--- src/rtl/vga_pkg.sv ---
// Shared constants, encodings and helpers for the VGA pattern generator.
package vga_pkg;

  localparam int H_ACTIVE = 640;
  localparam int V_ACTIVE = 480;

  // 3-3-2 colour words {b[1:0], g[2:0], r[2:0]}
  localparam logic [7:0] BAR_WHITE   = 8'hFF;
  localparam logic [7:0] BAR_YELLOW  = 8'h3F;
  localparam logic [7:0] BAR_CYAN    = 8'hF8;
  localparam logic [7:0] BAR_GREEN   = 8'h38;
  localparam logic [7:0] BAR_MAGENTA = 8'hC7;
  localparam logic [7:0] BAR_RED     = 8'h07;
  localparam logic [7:0] BAR_BLUE    = 8'hC0;
  localparam logic [7:0] BAR_BLACK   = 8'h00;

  localparam logic [1:0] MODE_BARS  = 2'd0;
  localparam logic [1:0] MODE_CHECK = 2'd1;
  localparam logic [1:0] MODE_BOX   = 2'd2;
  localparam logic [1:0] MODE_GRAD  = 2'd3;

  // bit 1 = moving up, bit 0 = moving left
  typedef enum logic [1:0] {
    DR = 2'b00,
    DL = 2'b01,
    UR = 2'b10,
    UL = 2'b11
  } dir_t;

  // Eight 80-pixel-wide bars; range compares avoid a divider.
  function automatic logic [7:0] bar_color(input logic [9:0] col);
    logic [7:0] c;
    if (col < 10'd80)       c = BAR_WHITE;
    else if (col < 10'd160) c = BAR_YELLOW;
    else if (col < 10'd240) c = BAR_CYAN;
    else if (col < 10'd320) c = BAR_GREEN;
    else if (col < 10'd400) c = BAR_MAGENTA;
    else if (col < 10'd480) c = BAR_RED;
    else if (col < 10'd560) c = BAR_BLUE;
    else                    c = BAR_BLACK;
    return c;
  endfunction

endpackage

--- src/rtl/vga_box_mover.sv ---
// Bouncing-box position registers and direction FSM; advances once per tick.
module vga_box_mover #(
  parameter int XMAX = 608,
  parameter int YMAX = 448,
  parameter int STEP = 2
) (
  input  logic       clock,
  input  logic       reset,
  input  logic       tick,
  output logic [9:0] bx,
  output logic [9:0] by
);
  import vga_pkg::*;

  localparam logic [9:0] XMAX_W = 10'(XMAX);
  localparam logic [9:0] YMAX_W = 10'(YMAX);
  localparam logic [9:0] STEP_W = 10'(STEP);

  // Returns {moving_negative_next, position_next} for one axis.
  function automatic logic [10:0] axis_next(input logic [9:0] pos, input logic neg,
                                            input logic [9:0] lim, input logic [9:0] stp);
    logic [10:0] r;
    if (!neg) begin
      if (({1'b0, pos} + {1'b0, stp}) >= {1'b0, lim}) r = {1'b1, lim};
      else                                            r = {1'b0, pos + stp};
    end else begin
      if (pos <= stp) r = {1'b0, 10'd0};
      else            r = {1'b1, pos - stp};
    end
    return r;
  endfunction

  logic [9:0]  bx_r;
  logic [9:0]  by_r;
  dir_t        dir_r;
  logic        left_s;
  logic        up_s;
  logic [10:0] x_nxt_s;
  logic [10:0] y_nxt_s;
  dir_t        dir_nxt_s;

  // Decode the direction state into per-axis movement bits.
  always_comb begin
    left_s = 1'b0;
    up_s   = 1'b0;
    case (dir_r)
      DR:      begin left_s = 1'b0; up_s = 1'b0; end
      DL:      begin left_s = 1'b1; up_s = 1'b0; end
      UR:      begin left_s = 1'b0; up_s = 1'b1; end
      UL:      begin left_s = 1'b1; up_s = 1'b1; end
      default: begin left_s = 1'b0; up_s = 1'b0; end
    endcase
  end

  // Next position per axis; each axis flips only its own direction bit.
  always_comb begin
    x_nxt_s = axis_next(bx_r, left_s, XMAX_W, STEP_W);
    y_nxt_s = axis_next(by_r, up_s, YMAX_W, STEP_W);
    case ({y_nxt_s[10], x_nxt_s[10]})
      2'b00:   dir_nxt_s = DR;
      2'b01:   dir_nxt_s = DL;
      2'b10:   dir_nxt_s = UR;
      2'b11:   dir_nxt_s = UL;
      default: dir_nxt_s = DR;
    endcase
  end

  // Position/direction state, updated only on a frame tick.
  always_ff @(posedge clock) begin
    if (reset) begin
      bx_r  <= 10'd0;
      by_r  <= 10'd0;
      dir_r <= DR;
    end else if (tick) begin
      bx_r  <= x_nxt_s[9:0];
      by_r  <= y_nxt_s[9:0];
      dir_r <= dir_nxt_s;
    end else begin
      bx_r  <= bx_r;
      by_r  <= by_r;
      dir_r <= dir_r;
    end
  end

  assign bx = bx_r;
  assign by = by_r;

endmodule

--- src/rtl/vga_pattern_gen.sv ---
// Per-pixel colour source: frame-tick detection, mode latch, frame counter, colour mux.
module vga_pattern_gen #(
  parameter int H_ACTIVE = vga_pkg::H_ACTIVE,
  parameter int V_ACTIVE = vga_pkg::V_ACTIVE,
  parameter int BOX_SIZE = 32,
  parameter int STEP     = 2
) (
  input  logic       clock,
  input  logic       reset,
  input  logic       pix_en,
  input  logic       de,
  input  logic [9:0] x,
  input  logic [9:0] y,
  input  logic       vs,
  input  logic [1:0] mode,
  output logic [7:0] data,
  output logic       de_out,
  output logic [7:0] frame_cnt
);
  import vga_pkg::*;

  localparam logic [10:0] BOX_W = 11'(BOX_SIZE);

  logic       vs_r;
  logic [1:0] mode_r;
  logic [7:0] frame_cnt_r;
  logic [7:0] data_r;
  logic       de_out_r;
  logic       tick_s;
  logic       in_box_s;
  logic [7:0] color_s;
  logic [9:0] bx_s;
  logic [9:0] by_s;

  // Falling edge of vs seen on a pixel-enable cycle marks a new frame.
  assign tick_s = pix_en & vs_r & ~vs;

  vga_box_mover #(
    .XMAX (H_ACTIVE - BOX_SIZE),
    .YMAX (V_ACTIVE - BOX_SIZE),
    .STEP (STEP)
  ) u_box (
    .clock (clock),
    .reset (reset),
    .tick  (tick_s),
    .bx    (bx_s),
    .by    (by_s)
  );

  // 11-bit compares so bx+BOX_SIZE never wraps.
  assign in_box_s = ({1'b0, x} >= {1'b0, bx_s}) && ({1'b0, x} < ({1'b0, bx_s} + BOX_W)) &&
                    ({1'b0, y} >= {1'b0, by_s}) && ({1'b0, y} < ({1'b0, by_s} + BOX_W));

  // Select the colour for the current pixel using the frame-latched mode.
  always_comb begin
    color_s = 8'h00;
    if (de) begin
      case (mode_r)
        MODE_BARS:  color_s = bar_color(x);
        MODE_CHECK: color_s = (x[5] ^ y[5]) ? 8'hFF : 8'h00;
        MODE_BOX:   color_s = in_box_s ? BAR_GREEN : 8'h00;
        MODE_GRAD:  color_s = x[7:0] + y[7:0];
        default:    color_s = 8'h00;
      endcase
    end else begin
      color_s = 8'h00;
    end
  end

  // Frame-level state: vs history, mode latch and frame counter.
  always_ff @(posedge clock) begin
    if (reset) begin
      vs_r        <= 1'b1;
      mode_r      <= MODE_BARS;
      frame_cnt_r <= 8'd0;
    end else if (pix_en) begin
      vs_r <= vs;
      if (tick_s) begin
        mode_r      <= mode;
        frame_cnt_r <= frame_cnt_r + 8'd1;
      end else begin
        mode_r      <= mode_r;
        frame_cnt_r <= frame_cnt_r;
      end
    end else begin
      vs_r        <= vs_r;
      mode_r      <= mode_r;
      frame_cnt_r <= frame_cnt_r;
    end
  end

  // Registered pixel outputs, one pixel behind the incoming coordinates.
  always_ff @(posedge clock) begin
    if (reset) begin
      data_r   <= 8'h00;
      de_out_r <= 1'b0;
    end else if (pix_en) begin
      data_r   <= color_s;
      de_out_r <= de;
    end else begin
      data_r   <= data_r;
      de_out_r <= de_out_r;
    end
  end

  assign data      = data_r;
  assign de_out    = de_out_r;
  assign frame_cnt = frame_cnt_r;

endmodule

--- config.mk ---
export PLATFORM = sky130hd
export DESIGN_NAME = vga_pattern_gen
export DESIGN_NICKNAME = d
export VERILOG_FILES = /design/src/rtl/vga_pkg.sv /design/src/rtl/vga_box_mover.sv /design/src/rtl/vga_pattern_gen.sv
export SDC_FILE = /design/constraint.sdc
export NUM_CORES = 1
export LEC_CHECK = 0
export CELL_PAD_IN_SITES_DETAIL_PLACEMENT = 1
export CELL_PAD_IN_SITES_GLOBAL_PLACEMENT = 1
export CORE_MARGIN = 2
export CORE_UTILIZATION = 38
export CTS_CLUSTER_SIZE = 40
export DETAILED_ROUTE_END_ITERATION = 16
export PLACE_DENSITY_LB_ADDON = 0.1
export RECOVER_POWER = 100
export SETUP_SLACK_MARGIN = 0.02
export SYNTH_ARGS = -nofsm -noshare
export SYNTH_HDL_FRONTEND = slang
export SYNTH_SLANG_ARGS = --single-unit
--- constraint.sdc ---
create_clock -name clock -period 5.9 [get_ports clock]
set_input_delay 1.18 -clock clock [delete_from_list [all_inputs] [get_ports clock]]
set_output_delay 1.18 -clock clock [all_outputs]
set_load 0.02 [all_outputs]
Word-level counts from Yosys, hierarchy flattened

Cells that the tools add are included.

Bits in registers: 42
Bits of input ports: 27
Output and inout port bits: 17
Word-level logic and storage cells: 77

Add/sub/neg operators: 10
Magnitude comparators: 15
Equality and inequality tests: 9
Muxes and demuxes: 20
Bitwise operators: 4
Reductions and logical operators: 11

Operators by type and width:

| cell                                                                 | number |
|---|---|
| two-way mux 8 bit                                                    | 9 |
| two-way mux 11 bit                                                   | 6 |
| case mux 8 bit (4 select lines)                                      | 1 |
| less-than comparator 10 x 9 -> 1 bit (second input constant)         | 3 |
| adder 10 x 2 -> 11 bit (second input constant)                       | 2 |
| adder 10 x 6 -> 11 bit (second input constant)                       | 2 |
| less-than comparator 10 x 11 -> 1 bit                                | 2 |
| adder 10 x 2 -> 10 bit (second input constant)                       | 2 |
| greater-or-equal comparator 10 bit                                   | 2 |
| <= comparator 10 x 2 -> 1 bit (second input constant)                | 2 |
| less-than comparator 10 x 8 -> 1 bit (second input constant)         | 2 |
| subtractor 10 x 2 -> 10 bit (second input constant)                  | 2 |
| == test 2 bit (second input constant)                                | 6 |
| greater-or-equal comparator 11 x 10 -> 1 bit (second input constant) | 1 |
| greater-or-equal comparator 11 x 9 -> 1 bit (second input constant)  | 1 |
| less-than comparator 10 bit (second input constant)                  | 1 |
| less-than comparator 10 x 7 -> 1 bit (second input constant)         | 1 |
| adder 8 x 1 -> 8 bit (second input constant)                         | 1 |
| adder 8 bit                                                          | 1 |
| case mux 2 bit (4 select lines)                                      | 1 |
| OR reduction 2 bit                                                   | 4 |
| == test 2 x 1 -> 1 bit (second input constant)                       | 3 |
| zero test 2 bit                                                      | 3 |
| two-way mux 6 bit                                                    | 1 |
| 6 further kinds                                                      | 10 |

Logic depth before layout (Yosys ltp)

Gate-level depths: netlist of run 1.

Depth in word-level cells: 10
Depth in mapped cells: 9
Mapped depth without buffers: 9

By module

From an unflattened synthesis of run 1, not the netlist that was laid out.

Cell total of the unflattened synthesis: 530
Area total of the unflattened synthesis: 4076.4 µm²

Modules (own cells, without submodules):

| module          | times used | cells an instance | area each (µm²) | sequential area each (µm²) |
|---|---|---|---|---|
| vga_pattern_gen | 1          | 278               | 2222.1          | 400.4 |
| vga_box_mover   | 1          | 252               | 1854.3          | 400.4 |

Least setup slack after synthesis of run 1

No wires, ideal clock.

Path type: input port to flip-flop
From: input port x[9]
To: register data_r[3] (netlist: data[3])
Library setup time: 0.095 ns
Data arrival time: 2.785 ns
Required time: 5.805 ns
Setup slack: 3.020 ns
Stages: 6
Buffers on the path: 0
Cell sequence: ha_1 -> a21oi_1 -> a21oi_1 -> or4b_1 -> a2111o_1 -> a221oi_1

Word-level cells in the longest chain between the ends: 9
Elaborated cells on any way between the ends: 20

Ends and longest elaborated chain:

| item                                 | RTL line               | text |
|---|---|---|
| start, declared                      | vga_pattern_gen.sv:12  | `input logic [9:0] x,` |
| less-than comparator 10 x 9 -> 1 bit | vga_pkg.sv:38          | `else if (col < 10'd480) c = BAR_RED;` |
| two-way mux 8 bit                    | vga_pkg.sv:38          |  |
| two-way mux 8 bit                    | vga_pkg.sv:37          | `else if (col < 10'd400) c = BAR_MAGENTA;` |
| two-way mux 8 bit                    | vga_pkg.sv:36          | `else if (col < 10'd320) c = BAR_GREEN;` |
| two-way mux 8 bit                    | vga_pkg.sv:35          | `else if (col < 10'd240) c = BAR_CYAN;` |
| two-way mux 8 bit                    | vga_pkg.sv:34          | `else if (col < 10'd160) c = BAR_YELLOW;` |
| two-way mux 8 bit                    | vga_pkg.sv:33          | `if (col < 10'd80) c = BAR_WHITE;` |
| case mux 8 bit (4 select lines) *    | vga_pattern_gen.sv:58  | `case (mode_r)` |
| two-way mux 8 bit *                  | vga_pattern_gen.sv:57  | `if (de) begin` |
| end signal, assigned                 | vga_pattern_gen.sv:98  | `data_r <= color_s;` |
| end signal, assigned                 | vga_pattern_gen.sv:101 | `data_r <= data_r;` |
| end, declared                        | vga_pattern_gen.sv:27  | `logic [7:0] data_r;` |

Every way passes the cells marked *; elsewhere a longest branch is shown, timed or not.
A chain may end at the register's enable or synchronous reset.

Final worst setup path of run 1

From: input port x[9]
To: register data_r[4] (netlist: data[4])

Same word-level chain as after synthesis.

==> results.md, run 1 <==
- Result of the run: finished, violations left
- Violated checks: capacitance limit, slew limit
- Avg WL per Cell: 17.60 um
- Crit-path cells: dlygate4sd3_1 > ha_1 > a21oi_1 > a21oi_1 > or4b_1 > a2111o_1 > a221oi_1
- Global-route wire length before repair: 19150 um
- Flop and latch count out of synthesis: 40
- Most instantiated flip-flop cell in the synthesis netlist: dfxtp_1
- Clock latency on the worst-skew pair: 300 ps
- Most repeated library cell on the critical path: a21oi_1
- GR Util All Layers: 0.2283
- Shortest period the worst path allows: about 3500 ps
- Path type of the worst min-delay path: flop to flop
- Via count of the first global-routing pass: 3823
- Power after layout: 653.4 uW
- Post-synth EDFFs: 0
- # rows: 36
- Detailed-route DRC error count: 0
- Resized cells post-CTS: 0
- Commonest cells after routing, fill and taps aside: nand2_1 (49), ha_1 (46), a21oi_1 (43)
- Mean Syn Cell Area: 7.535 um2
- I/O pin count: 44
- Total power divided by cell area: about 150 mW/mm2
- Leakage: 1.581 nW
- Total inserted antenna cells: 0
- Hold-fix buffers, CTS: 0
- Net count reported at finish: 594
- Root buf cell: clkbuf_8
- Distinct cell type count after synthesis: 67
- Die extent in x: 103.0 um
- Die area: roughly 0.011 mm2
- Clock tree from TritonCTS: built
- Layout cells sized above 1: 0.03462
- YS warnings: 0
- Slew at the pin closest to its max-slew limit: 2077 ps
- Final Hold Violating Endpoints: 0
- Type of destination of the critical path: flop
- Synth-to-Final Area Change: 15.23%
- Biggest cell delay along the critical path: 730 ps
- Total grt overflow: 0
- Worst Setup Start Kind: primary input
- Number of iterations in the first detailed-routing pass: 4
- Gate Count Post-Synth: roughly 500
- Vias per cell: a little under 6
- Antenna violations before repair: 0
- Total wire length after detailed routing: around 11000 um
- Required time at the endpoint of the critical path: 6080 ps
- Maximum number of pins on one net before global-route repair: between 40 and 50
- Register area: 800.8 um2
- Worst VDD drop: 0.00006817 V
- Vias: 3792
- Area inside the core boundary: just under 0.01 mm2
- Chip Height: roughly 100 um
- Setup repair after global routing missed its margin: no
- Worst Path Class, Setup: primary input to flop
- TritonCTS Buffers: 5
- Fmax: 0.2836 GHz
- CP max stage cell: dlygate4sd3_1
- Area of the multi-input gates: 0.002688 mm2
- Fraction of synthesis flops using an asynchronous set or reset pin: 0
- Setup TNS: 0 ps
- Post-CTS setup buffer count: 0
- Routability Congestion: 0.8399
- Slew HR: -0.3847
- Detailed-placement wirelength estimate: 8639 um
- Port Buffers: between 40 and 50
- Sinks on Clock Net: 40
- Drt initial violations: 73
- Worst-case clock buffer depth: 2
- Largest delay share family, worst path: compound AO/OA/AOI/OAI gates
- Most common cell after layout, fill and taps aside: nand2_1
- Final setup vio count: 0
- Fraction of the cycle the final worst path needs: 0.5977
- Number of max-slew violations in the final report: 43
- Synth Net Count: 568
- Count of maximum capacitance violations: 1
- Share of synthesized area occupied by flip-flops and latches: 0.2151
- H-Tree Depth: 2
- Netlist area before placement: 0.003722 mm2
- Final worst clock skew: 3.481 ps
- DRT antenna net count: 0
- Maximum fanout along the worst path: 9
- CTS clock-pin slew for the worst setup and hold paths: 80 ps
- Arrival time reported for the critical path endpoint: 3710 ps
- Buffers plus inverters on the worst setup path: 1
- Count of filler cells inserted in the layout: 1255
- Initial core utilization: 0.3862
## worst min-delay path: stages, from the launching register on
cell and delay [ps]:
dfxtp_1 310, nand2_1 60, a21oi_1 50
## per-layer routing
metal	GRT usage	share of wire	up-vias
li1	-	-	1872
met1	0.2966	0.47	1868
met2	0.4091	0.50	44
met3	0.02644	0.027	8
met4	0.04251	0.0041	0
met5	0	0	-
## logic make-up after synthesis
family / after synthesis / share of synthesized area
mux: 1 / 0.002689
simple gates: 174 / 0.2286
compound gates: 148 / 0.2625
buf+inv: 55 / 0.06286
xor+xnor: 29 / 0.06824
fa+ha+maj: 47 / 0.1600
flops: 40 / 0.2151
## state kept, by name, indices dropped and copies added, names as in the netlist
| name | flops |
|---|---|
| u_box.by | 9 |
| vs_r | 1 |
| u_box.bx | 9 |
| frame_cnt | 8 |
| de_out | 1 |
| mode_r | 2 |
| data | 8 |
| u_box.dir_r | 2 |
## Yosys cell counts, types with 6 or more instances
master    instances  area, um2
clkbuf_1         16      60.06
xnor2_1          20      175.2
nor2_1           36      135.1
a221oi_1          8      70.07
o21ai_0          29      145.1
o211ai_1          7      52.55
nand2_1          49      183.9
dfxtp_1          40      800.8
xor2_1            9      78.83
a31oi_1           8      50.05
nand3_1          30      150.1
a21oi_1          43      215.2
nor2b_1           6      37.54
inv_1            27      101.4
a211oi_1          7      52.55
nor3_1           18      90.09
ha_1             46      575.6
## metrics by stage
step / setup WS, ps / instance area [um2] / hold WS [ps] / utilization / cells
finish: 2374 / 4289 / 466.5 / 0.4450 / 653
global route: 2226 / 4289 / 485.2 / 0.4450 / 653
CTS: 2449 / 4293 / 470.3 / 0.4454 / 653
detailed placement: 2143 / 4212 / 457.0 / 0.4369 / 646
global placement: 2280 / 4212 / 451.0 / 0.4369 / 646
floorplan: 3020 / 3722 / 474.7 / - / 494
## path summary, 6_finish.rpt
check        endpoint  slack, ps  cells past startpoint   startpoint
min reg2reg    de_out        470                      2       de_out
max           data[4]       2370                      7         x[9]
max reg2reg   data[4]       2770                      9  u_box.bx[5]
min            de_out        470                      2       de_out
## final cells by class
cell class / instances / share of cell area
Clock buffer: 5 / 0.01604
Clock inverter: 2 / 0.002917
Inverter: 29 / 0.02596
Multi-Input combinational cell: 399 / 0.6266
Sequential cell: 40 / 0.1867
Tap cell: 133 / 0.03880
Timing Repair Buffer: 45 / 0.1030
## where the power goes
part           switching [mW]  leakage (nW)  internal [mW]  total, mW
sequential             0.0106         0.325          0.277      0.288
clock                   0.110        0.0400         0.0804      0.190
combinational           0.101          1.22         0.0741      0.175
total                   0.222          1.58          0.432      0.653
No activity file was read; power rests on OpenSTA's default activity.
==> run 2, diff against run 1 <==
==> constraint.sdc (replaced) <==
create_clock -name clock -period 3.6 [get_ports clock]
set_input_delay 0.72 -clock clock [delete_from_list [all_inputs] [get_ports clock]]
set_output_delay 0.72 -clock clock [all_outputs]
set_load 0.02 [all_outputs]
==> results.md, run 2 (synthesized netlist as in run 1, its figures left out) <==
- Layout cells sized above 1: 0.04906 (+0.01444)
- Final Hold Violating Endpoints: 0 (unchanged)
- Worst Setup Start Kind: flop
- Root buf cell: clkbuf_8
- Setup repair after global routing missed its margin: no
- Hold-fix buffers, CTS: 0 (unchanged)
- Leakage: 1.630 nW (+3.1%)
- Via count of the first global-routing pass: 3776 (-1.2%)
- Port Buffers: 43 (unchanged)
- Total power divided by cell area: 261.9 mW/mm2 (+72%)
- GR Util All Layers: 0.2224 (-0.005917)
- Fmax: 0.3321 GHz
- Total grt overflow: 0 (unchanged)
- Post-route cell area: 0.004379 mm2 (+2.1%)
- Commonest cells after routing, fill and taps aside: nand2_1 (49), ha_1 (46), a21oi_1 (43)
- CTS clock-pin slew for the worst setup and hold paths: 90 ps (about the same)
- Clock tree from TritonCTS: built
- Vias: 3756 (-0.95%)
- DRT antenna net count: 0 (unchanged)
- Avg WL per Cell: 16.98 um (-3.5%)
- Detailed-placement wirelength estimate: 8970 um (+3.8%)
- Worst Path Class, Setup: flop to flop
- Worst VDD drop: 0.0002174 V (+220%)
- Type of destination of the critical path: flop
- Setup TNS: 0 ps (unchanged)
- Most common cell after layout, fill and taps aside: nand2_1
- Vias per cell: 5.665 (-2.4%)
- Total wire length after detailed routing: 11260 um (-2.0%)
- Maximum fanout along the worst path: 10 (+1)
- Net count reported at finish: 603 (+1.5%)
- Routability Congestion: 0.8331 (-0.81%)
- Area inside the core boundary: 0.009639 mm2 (unchanged)
- Post-CTS setup buffer count: 0 (unchanged)
- Path type of the worst min-delay path: flop to flop
- Antenna violations before repair: 0 (unchanged)
- Resized cells post-CTS: 0 (unchanged)
- H-Tree Depth: 2 (unchanged)
- Die area: 0.01060 mm2 (unchanged)
- I/O pin count: 44 (unchanged)
- Placed Instance Area: 0.004279 mm2 (+1.6%)
- Slew at the pin closest to its max-slew limit: 942.0 ps (-1135 ps)
- Die extent in x: 103.0 um (unchanged)
- Slew HR: 0.3654 (+0.7501)
- Total inserted antenna cells: 0 (unchanged)
- Initial core utilization: 0.3862 (unchanged)
- Final worst clock skew: 7.630 ps (+4.149 ps)
- Chip Height: 103.0 um (unchanged)
- Worst-case clock buffer depth: 2 (unchanged)
- Global-route wire length before repair: 18620 um (-2.8%)
- Sinks on Clock Net: 40 (unchanged)
- Arrival time reported for the critical path endpoint: 3200 ps (-510 ps)
- Fraction of the cycle the final worst path needs: 0.8364
- # rows: 36 (unchanged)
- Required time at the endpoint of the critical path: 3790 ps (-2290 ps)
- Count of filler cells inserted in the layout: 1229 (-2.1%)
- Synth-to-Final Area Change: 17.65%
- Count of maximum capacitance violations: 0 (-1)
- Number of iterations in the first detailed-routing pass: 4 (unchanged)
- Number of max-slew violations in the final report: 0 (-100%)
- Shortest period the worst path allows: 3011 ps
- Final setup vio count: 0 (unchanged)
- Detailed-route DRC error count: 0 (unchanged)
- Drt initial violations: 100 (+37%)
- Maximum number of pins on one net before global-route repair: 38 (-12%)
- TritonCTS Buffers: 5 (unchanged)
- Clock latency on the worst-skew pair: 290 ps (about the same)
- Result of the run: finished clean
## run 2: cell count changes in the layout (fill, tap and decap cells not counted), moves of 2 or more
| cell | before | now |
|---|---|---|
| buf_4 | 1 | 8 |
| and2_0 | 0 | 2 |
| and2_1 | 4 | 2 |
| clkbuf_1 | 1 | 3 |
## run 2: cell type report
type	count	area, um2	area share
timing repair buffer	54	501.7	0.1146
clock buffer	5	68.82	0.01571
multi-input combinational	399	2688	0.6137
sequential	40	800.8	0.1829
clock inverter	3	42.54	0.009714
tap	133	166.4	0.03800
inverter	29	111.4	0.02543
## run 2: layer usage
metal / track usage / up-vias / wire (um)
met4: 0.04453 / 0 / 42
met5: 0 / - / 0
li1: - / 1882 / -
met2: 0.4051 / 37 / 5771
met3: 0.02508 / 2 / 328
met1: 0.2828 / 1835 / 5117
## run 2: worst max-delay path, stage by stage, from the launching register on
cell	delay (ps)
dfxtp_1	520
ha_1	310
nand3_1	110
xnor2_1	220
ha_1	290
a21oi_1	160
a21oi_1	80
or4b_1	510
a2111o_1	400
a221oi_1	300
## run 2: final timing paths
path	start	endpoint	slack [ps]	depth (start not counted)
setup reg to reg	u_box.bx[6]	data[4]	590	9
setup / recovery	u_box.bx[6]	data[4]	590	9
hold reg to reg	data[0]	data[0]	470	2
hold / removal	data[0]	data[0]	470	2
## run 2: power by group
group | internal [mW] | switching [mW] | leakage, nW | total [mW]
Clock | 0.206 | 0.177 | 0.0541 | 0.383
Sequential | 0.455 | 0.0155 | 0.325 | 0.470
Combinational | 0.126 | 0.168 | 1.25 | 0.294
Total | 0.786 | 0.361 | 1.63 | 1.15
## run 2: through the flow
step / setup WS, ps / util / std cells / power [mW] / hold WS (ps)
2_1_floorplan: 984.0 / - / 494 / 0.6629 / 474.7
3_5_place_dp: 375.8 / 0.4439 / 655 / 0.7782 / 457.4
6_report: 588.9 / 0.4543 / 663 / 1.147 / 468.1
3_3_place_gp: 489.8 / 0.4439 / 655 / 0.7676 / 451.6
4_1_cts: 550.1 / 0.4555 / 663 / 1.163 / 470.1
5_1_grt: 443.4 / 0.4543 / 663 / 1.212 / 497.8
==> run 3, diff against run 2 <==
==> constraint.sdc (replaced) <==
create_clock -name clock -period 3.1 [get_ports clock]
set_input_delay 0.62 -clock clock [delete_from_list [all_inputs] [get_ports clock]]
set_output_delay 0.62 -clock clock [all_outputs]
set_load 0.02 [all_outputs]
==> results.md, run 3 (synthesized netlist as in run 1, its figures left out) <==
- Destination of the worst hold path: data[0]
- Port Buffers: 43 (unchanged)
- Count of cells along the worst hold path: 2 (unchanged)
- Final setup vio count: 0 (unchanged)
- Die extent in x: 103.0 um (unchanged)
- Chip Height: 103.0 um (unchanged)
- Smallest setup slack after layout: 153.5 ps (-435.4 ps)
- Power after layout: 1.357 mW (+18%)
- Commonest cells after routing, fill and taps aside: nand2_1 (49), ha_1 (46), a21oi_1 (43)
- Layout cells sized above 1: 0.06506 (+0.01600)
- Clock latency on the worst-skew pair: 310 ps (+20 ps)
- Fraction of the cycle the final worst path needs: 0.9505 (+0.1141)
- Drt initial violations: 84 (-16%)
- Total inserted antenna cells: 0 (unchanged)
- Maximum number of pins on one net before global-route repair: 43 (+13%)
- Number of iterations in the first detailed-routing pass: 5 (+1)
- R2R depth: 9 (unchanged)
- Detailed-placement wirelength estimate: 8945 um (-0.28%)
- Largest delay share family, worst path: compound AO/OA/AOI/OAI gates
- Vias per cell: 5.724 (+1.0%)
- Net count reported at finish: 611 (+1.3%)
- Hold-fix buffers, CTS: 0 (unchanged)
- Final Hold Violating Endpoints: 0 (unchanged)
- Vias: 3841 (+2.3%)
- Synth-to-Final Area Change: 19.26%
- Number of max-slew violations in the final report: 0 (unchanged)
- Antenna violations before repair: 0 (unchanged)
- Clock tree from TritonCTS: built
- Avg WL per Cell: 17.30 um (+1.9%)
- Global-route wire length before repair: 19250 um (+3.4%)
- Detailed-route DRC error count: 0 (unchanged)
- GR Util All Layers: 0.2305 (+0.008089)
- Path type of the worst min-delay path: flop to flop
- Sinks on Clock Net: 40 (unchanged)
- Setup repair after global routing missed its margin: no
- Result of the run: finished clean
- Total power divided by cell area: 305.8 mW/mm2 (+17%)
- Buffers plus inverters on the worst setup path: 0 (unchanged)
- CP max stage cell: or4b_1
- CTS clock-pin slew for the worst setup and hold paths: 90 ps (about the same)
- Destination of the worst register-to-register timing path: data[4]
- Type of destination of the critical path: flop
- Worst r2r src: u_box.by[6]
- Final worst clock skew: 8.520 ps (+0.8894 ps)
- Worst Path Class, Setup: flop to flop
- Worst-case clock buffer depth: 2 (unchanged)
- Post-CTS setup buffer count: 0 (unchanged)
- Initial core utilization: 0.3862 (unchanged)
- Required time at the endpoint of the critical path: 3300 ps (-490 ps)
- Crit-path cells: ha_1 > nand3_1 > xnor2_1 > ha_1 > a21oi_1 > a21oi_1 > or4b_1 > a2111o_1 > a221oi_1
- Slew at the pin closest to its max-slew limit: 988.5 ps (+46.48 ps)
- H-Tree Depth: 2 (unchanged)
- Worst VDD drop: 0.0001377 V (-37%)
- Setup TNS: 0 ps (unchanged)
- Post-place setup slack: 135.0 ps (-240.9 ps)
- Fmax: 0.3394 GHz (+2.2%)
- DRT antenna net count: 0 (unchanged)
- Worst reg-to-reg setup slack: 150 ps (-440 ps)
- Worst Setup Start Kind: flop
- Most common cell after layout, fill and taps aside: nand2_1
- Die area: 0.01060 mm2 (unchanged)
- Worst Setup SP: u_box.by[6]
- Leakage: 1.677 nW (+2.9%)
- Start point of the worst min-delay path: data[0]
- Maximum fanout along the worst path: 6 (-4)
- Via count of the first global-routing pass: 3866 (+2.4%)
- Hold WS: 465.9 ps (-2.171 ps)
- Root buf cell: clkbuf_8
- Area inside the core boundary: 0.009639 mm2 (unchanged)
- Arrival time reported for the critical path endpoint: 3140 ps (-60 ps)
- Total grt overflow: 0 (unchanged)
- Logic depth of the worst path, buffers included: 9 (unchanged)
- # rows: 36 (unchanged)
- Slew HR: 0.3341 (-0.03132)
- Total wire length after detailed routing: 11610 um (+3.1%)
- Shortest period the worst path allows: 2946 ps (-64.59 ps)
- Core occupancy in the finished layout: 0.4605 (+0.006231)
- Routability Congestion: 0.9074 (+8.9%)
- Count of maximum capacitance violations: 0 (unchanged)
- TritonCTS Buffers: 5 (unchanged)
- I/O pin count: 44 (unchanged)
- Resized cells post-CTS: 0 (unchanged)
- Biggest cell delay along the critical path: 480 ps (-40 ps)
==> run 3: cell count changes in the layout (fill, tap and decap cells not counted) <==
cell	change
and2_0	-1
clkbuf_1	-2
and2_1	+1
buf_4	+8
a221oi_1	+1
a221oi_2	-1
clkbuf_2	+2
clkinv_2	-1
inv_6	+1
==> run 3: area by class of cell <==
class                      instances  area (um2)
clock buffer                       5       68.82
clock inverter                     3       46.29
fill                            1234        5200
inverter                          29       111.4
multi-input combinational        399        2681
sequential                        40       800.8
tap                              133       166.4
timing repair buffer              62       564.3
==> run 3: worst reg2reg max path, delay by kind of cell, from the launching register on <==
kind | cells | cell delay [ps]
AND/OR/NAND/NOR | 2 | 650
flip-flops | 1 | 460
XOR/XNOR | 1 | 170
adder cells (fa/ha/maj) | 2 | 600
AO/OA/AOI/OAI | 4 | 950
==> run 3: routing by layer <==
layer / vias up / part of all wire / GRT usage
met1: 1878 / 0.45 / 0.2961
met4: 0 / 0.013 / 0.05263
met3: 11 / 0.035 / 0.02915
li1: 1895 / - / -
met2: 57 / 0.50 / 0.4106
met5: - / 0 / 0
==> run 3: how the worst max path moves through the flow <==
stage | end | slack, ps
final | data[4] | 150
after global routing | data[3] | 40
after CTS | data[4] | 160
after detailed placement | data[4] | 130
after global placement | data[4] | 220
after floorplan | data[3] | 480
==> run 3: stage by stage <==
stage	cells	cell area, um2
CTS	671	4467
floorplan	494	3722
finish	671	4439
global placement	663	4352
detailed placement	663	4352
global route	671	4439
==> run 3: power by group <==
group | internal [mW] | total, mW | switching [mW] | leakage [nW]
registers | 0.528 | 0.545 | 0.0166 | 0.325
logic | 0.149 | 0.349 | 0.200 | 1.30
clock network | 0.243 | 0.464 | 0.221 | 0.0548
total | 0.920 | 1.36 | 0.437 | 1.68
